===== src/rtl/seven_segment_scan_controller.sv =====
// Scans a double-buffered BCD word across common-anode digits through
// one shared decoder, with per-slot dead time and leading-zero blanking.
module seven_segment_scan_controller #(
    parameter int NUM_DIGITS  = 4,
    parameter int PRESCALE    = 50000,
    parameter int DEAD_CYCLES = 16
) (
    input  logic                    clk,
    input  logic                    reset_n,
    input  logic                    enable,
    input  logic                    blank_lz,
    input  logic                    load_valid,
    output logic                    load_ready,
    input  logic [4*NUM_DIGITS-1:0] load_digits,
    output logic [3:0]              digit_num,
    output logic [NUM_DIGITS-1:0]   anodes,
    output logic                    frame_done
);

    localparam int CW = (PRESCALE > 1) ? $clog2(PRESCALE) : 1;
    localparam int SW = (NUM_DIGITS > 1) ? $clog2(NUM_DIGITS) : 1;
    localparam logic [CW-1:0] CNT_LAST  = CW'(PRESCALE - 1);
    localparam logic [SW-1:0] SLOT_LAST = SW'(NUM_DIGITS - 1);

    logic [CW-1:0]           cnt;
    logic [SW-1:0]           slot;
    logic [4*NUM_DIGITS-1:0] active;
    logic [4*NUM_DIGITS-1:0] pending;

    logic                    slot_end;
    logic                    frame_end;
    logic                    dead;
    logic                    take;
    logic                    commit;
    logic                    zero_run;
    logic [NUM_DIGITS-1:0]   zero_tail;
    logic [NUM_DIGITS-1:0]   drive_mask;
    logic [3:0]              eff_code;

    assign slot_end  = (cnt == CNT_LAST);
    assign frame_end = enable && slot_end && (slot == SLOT_LAST);
    assign dead      = (32'(cnt) < 32'(DEAD_CYCLES));
    assign take      = load_valid && load_ready;
    // While frozen there is no frame boundary to wait for.
    assign commit    = !load_ready && (frame_end || !enable);

    // zero_tail[i]: digits NUM_DIGITS-1 down to i are all zero
    always_comb begin
        zero_run  = 1'b1;
        zero_tail = '0;
        for (int i = NUM_DIGITS - 1; i >= 0; i--) begin
            zero_run     = zero_run && (active[4*i +: 4] == 4'h0);
            zero_tail[i] = zero_run;
        end
    end

    always_comb begin
        eff_code   = 4'hF;
        drive_mask = '0;
        for (int i = 0; i < NUM_DIGITS; i++) begin
            if (slot == SW'(i)) begin
                drive_mask[i] = 1'b1;
                if (blank_lz && zero_tail[i] && (i != 0))
                    eff_code = 4'hF;
                else
                    eff_code = active[4*i +: 4];
            end
        end
    end

    always_ff @(posedge clk or negedge reset_n) begin
        if (!reset_n) begin
            cnt  <= '0;
            slot <= '0;
        end else if (enable) begin
            cnt <= slot_end ? '0 : cnt + CW'(1);
            if (slot_end)
                slot <= (slot == SLOT_LAST) ? '0 : slot + SW'(1);
        end
    end

    always_ff @(posedge clk or negedge reset_n) begin
        if (!reset_n) begin
            active     <= '1;
            pending    <= '1;
            load_ready <= 1'b1;
        end else begin
            if (commit)
                active <= pending;
            if (take) begin
                pending    <= load_digits;
                load_ready <= 1'b0;
            end else if (commit) begin
                load_ready <= 1'b1;
            end
        end
    end

    always_ff @(posedge clk or negedge reset_n) begin
        if (!reset_n) begin
            digit_num  <= 4'hF;
            anodes     <= '1;
            frame_done <= 1'b0;
        end else begin
            if (enable && dead)
                digit_num <= eff_code;
            anodes     <= (enable && !dead) ? ~drive_mask : '1;
            frame_done <= frame_end;
        end
    end

endmodule


===== config.mk =====
export PLATFORM = sky130hd
export DESIGN_NAME = seven_segment_scan_controller
export DESIGN_NICKNAME = d
export VERILOG_FILES = /design/src/rtl/seven_segment_scan_controller.sv
export SDC_FILE = /design/constraint.sdc
export NUM_CORES = 1
export LEC_CHECK = 0
export ABC_AREA = 1
export BUFFER_PORTS_ARGS = -buffer_cell sky130_fd_sc_hd__buf_4
export CORE_AREA = 2 2 70 105
export DETAILED_ROUTE_END_ITERATION = 16
export DIE_AREA = 0 0 72 107
export GPL_TIMING_DRIVEN = 0
export PLACE_DENSITY = 0.68
export SYNTH_ARGS = -nofsm -noshare
export SYNTH_HDL_FRONTEND = slang
export SYNTH_SLANG_ARGS = --single-unit

===== constraint.sdc =====
create_clock -name clk -period 1.6 [get_ports clk]
set_input_delay 0.4 -clock clk [delete_from_list [all_inputs] [get_ports clk]]
set_output_delay 0.4 -clock clk [all_outputs]
set_load 0.02 [all_outputs]

==> impl_results.md <==
* Area growth syn-to-layout at 23.5%
* Critical path's slowest cell: dfrtp_1
* CTS max path bufs at 2
* Clk Latency, worst-skew pair at 340 ps
* Cells after Synth at 340
* Residual DRC count at 0
* Die Y at 107 µm
* Synth warn at 0
* Clk_skew at 5.47 ps
* Syn_area_per_cell at 8.80 µm²
* Final Setup Violations at 0
* H-tree lvl count at 3
* Vias in the first global route at 2346
* Slew Viols, Final at 0
* Largest net degree at the start of global routing at 61
* Cell depth of the worst setup path at 9
* CP Buf/Inv Count at 1
* Worst hold slack at 116 ps
* Top Ports at 31
* Top delay family on crit path: simple AND/OR/NAND/NOR gates
* Share of cells above drive strength 1 at 38.3%
* Netlist cell types at 34
* Crit-path max cell delay at 400 ps
* Met3 Usage GRT at 4.14%
* Critical Path Sink Type: flip-flop
* FMAX at 0.645 GHz
* Crit path DAT at 1820 ps
* RSZ-0062 raised after global routing: yes
* DR WL/cell at 12.8 µm
* Sequential fraction of the synthesis area at 51.9%
* Final #Nets at 421
* Die area at 0.00770 mm²
* Drt total wl at 6.12 mm
* Mapped Area at 0.00299 mm²
* Seq cells post-synth at 60
* Total power at 4650 µW
* DR pass1 iterations at 4
* WS Path Type: flip-flop to flip-flop
* Rows at 37
* Worst relative slew slack at 51.0%
* Antenna violations before repair at 0
* Initial core utilization at 44.0%
* DR vias at 2402
* Critical Path RT at 1870 ps
* Clock transition at the registers of the reported paths at 60 ps
* R2r setup slk at 50 ps
* Busiest grt layer: met2
* Worst Tran Pin Value at 735 ps
* Most common cell on crit path: nand2_4
* R2R depth at 9
* Routed Antenna Nets at 0
* Fin crit share at 96.9%
* Count of final hold-check violations at 0
* Port-buffer cells at 30
* N_diodes at 0
* M1 GR Usage at 18.4%
* Core area at 0.00681 mm²
* CTS buffer count at 9
* Sink Count at 60
* Die W at 72 µm
* FF/Latch Area at 0.00155 mm²
* Max-cap violations at 0
* First-pass GRT wire length at 10.4 mm
* Root Buffer Master: clkbuf_8
* Maximum vdd ir drop at 0.830 mV
* Via density at 5.03
* Pwr Density at 1260 mW/mm²
* Mapped Nets at 366
* Placer's final routability congestion estimate at 0.814
* CP cell instances: ha_4 > nand4_1 > nor2_4 > nand2_4 > o21ai_4 > nand2_4 > buf_6 > nand2_2 > nand2_1
* HPWL Detailed at 4.25 mm
* Fillcell total at 622
* CP startpoint kind: flip-flop
* Multi-input gate area at 0.00136 mm²
* Hold Crit Class: primary input to async pin
* Met2 usage at 32.0%
* DRT iter0 DRCs at 121
* CP Max Fanout at 7
* Tmin final at 1550 ps
* LEAKAGE at 0.00174 µW
* GRT Overall Usage at 17.5%
* Overflow after GRT at 0
* Status: complete, no violations
* CTS tree: yes
-- placed cells by master, fill, tap and decap left out, types with 2 or more instances in the layout --
| cell type | synthesis | final |
|---|---|---|
| inv_1 | 31 | 31 |
| nand4_1 | 7 | 7 |
| nand3_1 | 36 | 34 |
| buf_2 | 2 | 2 |
| buf_4 | 1 | 43 |
| nor3_1 | 10 | 9 |
| ha_4 | 0 | 2 |
| nor2_4 | 2 | 5 |
| nand2_2 | 3 | 14 |
| nor2_2 | 1 | 3 |
| o21ai_1 | 1 | 3 |
| ha_1 | 5 | 3 |
| buf_6 | 2 | 5 |
| clkbuf_8 | 0 | 10 |
| nand2_4 | 2 | 2 |
| dfrtp_1 | 19 | 18 |
| clkbuf_1 | 2 | 5 |
| nor2_1 | 36 | 31 |
| nand3_2 | 0 | 2 |
| a21oi_1 | 9 | 9 |
| o21ai_0 | 7 | 5 |
| clkinv_2 | 1 | 4 |
| xnor2_1 | 2 | 2 |
| dfstp_2 | 41 | 41 |
| nor4_1 | 2 | 2 |
| mux2_2 | 16 | 16 |
| nand3b_1 | 4 | 4 |
| nand2_1 | 88 | 77 |
-- path summary, 6_finish.rpt --
kind | from | end
setup / recovery | cnt[0] | active[9]
min in group clk | load_valid | load_ready
max in group asynchronous | reset_n | cnt[4]
hold reg to reg | active[0] | active[0]
hold / removal | reset_n | cnt[15]
setup reg to reg | cnt[0] | active[9]
-- repair_timing --
item / 4_1_cts / 5_1_grt
gates cloned: 1 / 0
pin swaps: 6 / 7
setup buffers: 8 / 6
hold buffers: 0 / 0
resized for setup: 12 / 22
setup endpoints to repair: 25 / 36
-- Yosys cell counts, drive strengths merged --
library cell	n	area (µm²)
nand3	36	180
mux2	16	180
buf	5	40.0
nand2	93	372
nor4	2	12.5
clkinv	3	12.5
inv	32	120
ha	5	62.6
dfstp	41	1080
o211a	1	10.0
nor2	39	164
and2	1	6.26
a21oi	9	45.0
o21bai	1	7.51
xor2	1	8.76
xnor2	2	17.5
clkbuf	2	7.51
nor3b	1	7.51
nand3b	4	30.0
nand4	7	43.8
nor3	10	50.1
o21ai	9	56.3
a31oi	1	6.26
dfrtp	19	475
-- stage by stage --
step           utilization, %  worst slack, ps  TNS [ps]  instance area (µm²)  instances
2_1_floorplan               -             98.0         0                 2990        340
3_3_place_gp             48.7             -206     -3200                 3320        448
3_5_place_dp             48.7             -237     -4160                 3320        448
4_1_cts                  52.7             1.27         0                 3590        473
5_1_grt                  54.3            -34.3      -283                 3700        478
6_report                 54.3             49.5         0                 3700        478
-- cells by family (layout without fill, tap and decap cells) --
group	Yosys count	after routing	share of synthesized area, %
XOR/XNOR	3	3	0.878
AND/OR/NAND/NOR	193	193	28.9
flip-flops	60	60	51.9
AO/OA/AOI/OAI	21	21	4.18
adder cells (fa/ha/maj)	5	5	2.09
multiplexers	16	16	6.02
buffers and inverters	42	102	6.02
-- state kept, by name (all words and copies together), names as in the netlist --
signal      cells
frame_done      1
cnt            16
load_ready      1
anodes          4
slot            2
digit_num       4
active         16
pending        16
-- power breakdown --
part | total (µW) | internal [µW] | switching (µW)
Sequential | 2280 | 2030 | 252
Combinational | 1210 | 574 | 636
Clock | 1160 | 601 | 558
Total | 4650 | 3200 | 1450
-- per-layer routing --
layer / vias to the layer above / share of wire (%) / wire [µm]
met5: - / 0 / 0
met4: 0 / 3.2 / 197
met3: 16 / 4.2 / 259
met2: 59 / 54 / 3320
met1: 1117 / 38 / 2340
li1: 1210 / - / -
-- area by class of cell --
cell class              count  share of cell area [%]
flip-flops and latches     60                    42.0
multi-input cells         238                    36.7
repair buffers             45                    9.34
clock buffers              14                    4.13
inverters                  35                    3.62
well taps                  78                    2.64
plain buffers               6                    1.29
clock inverters             2                   0.271
Note: power is estimated with default switching activity, not from simulation.
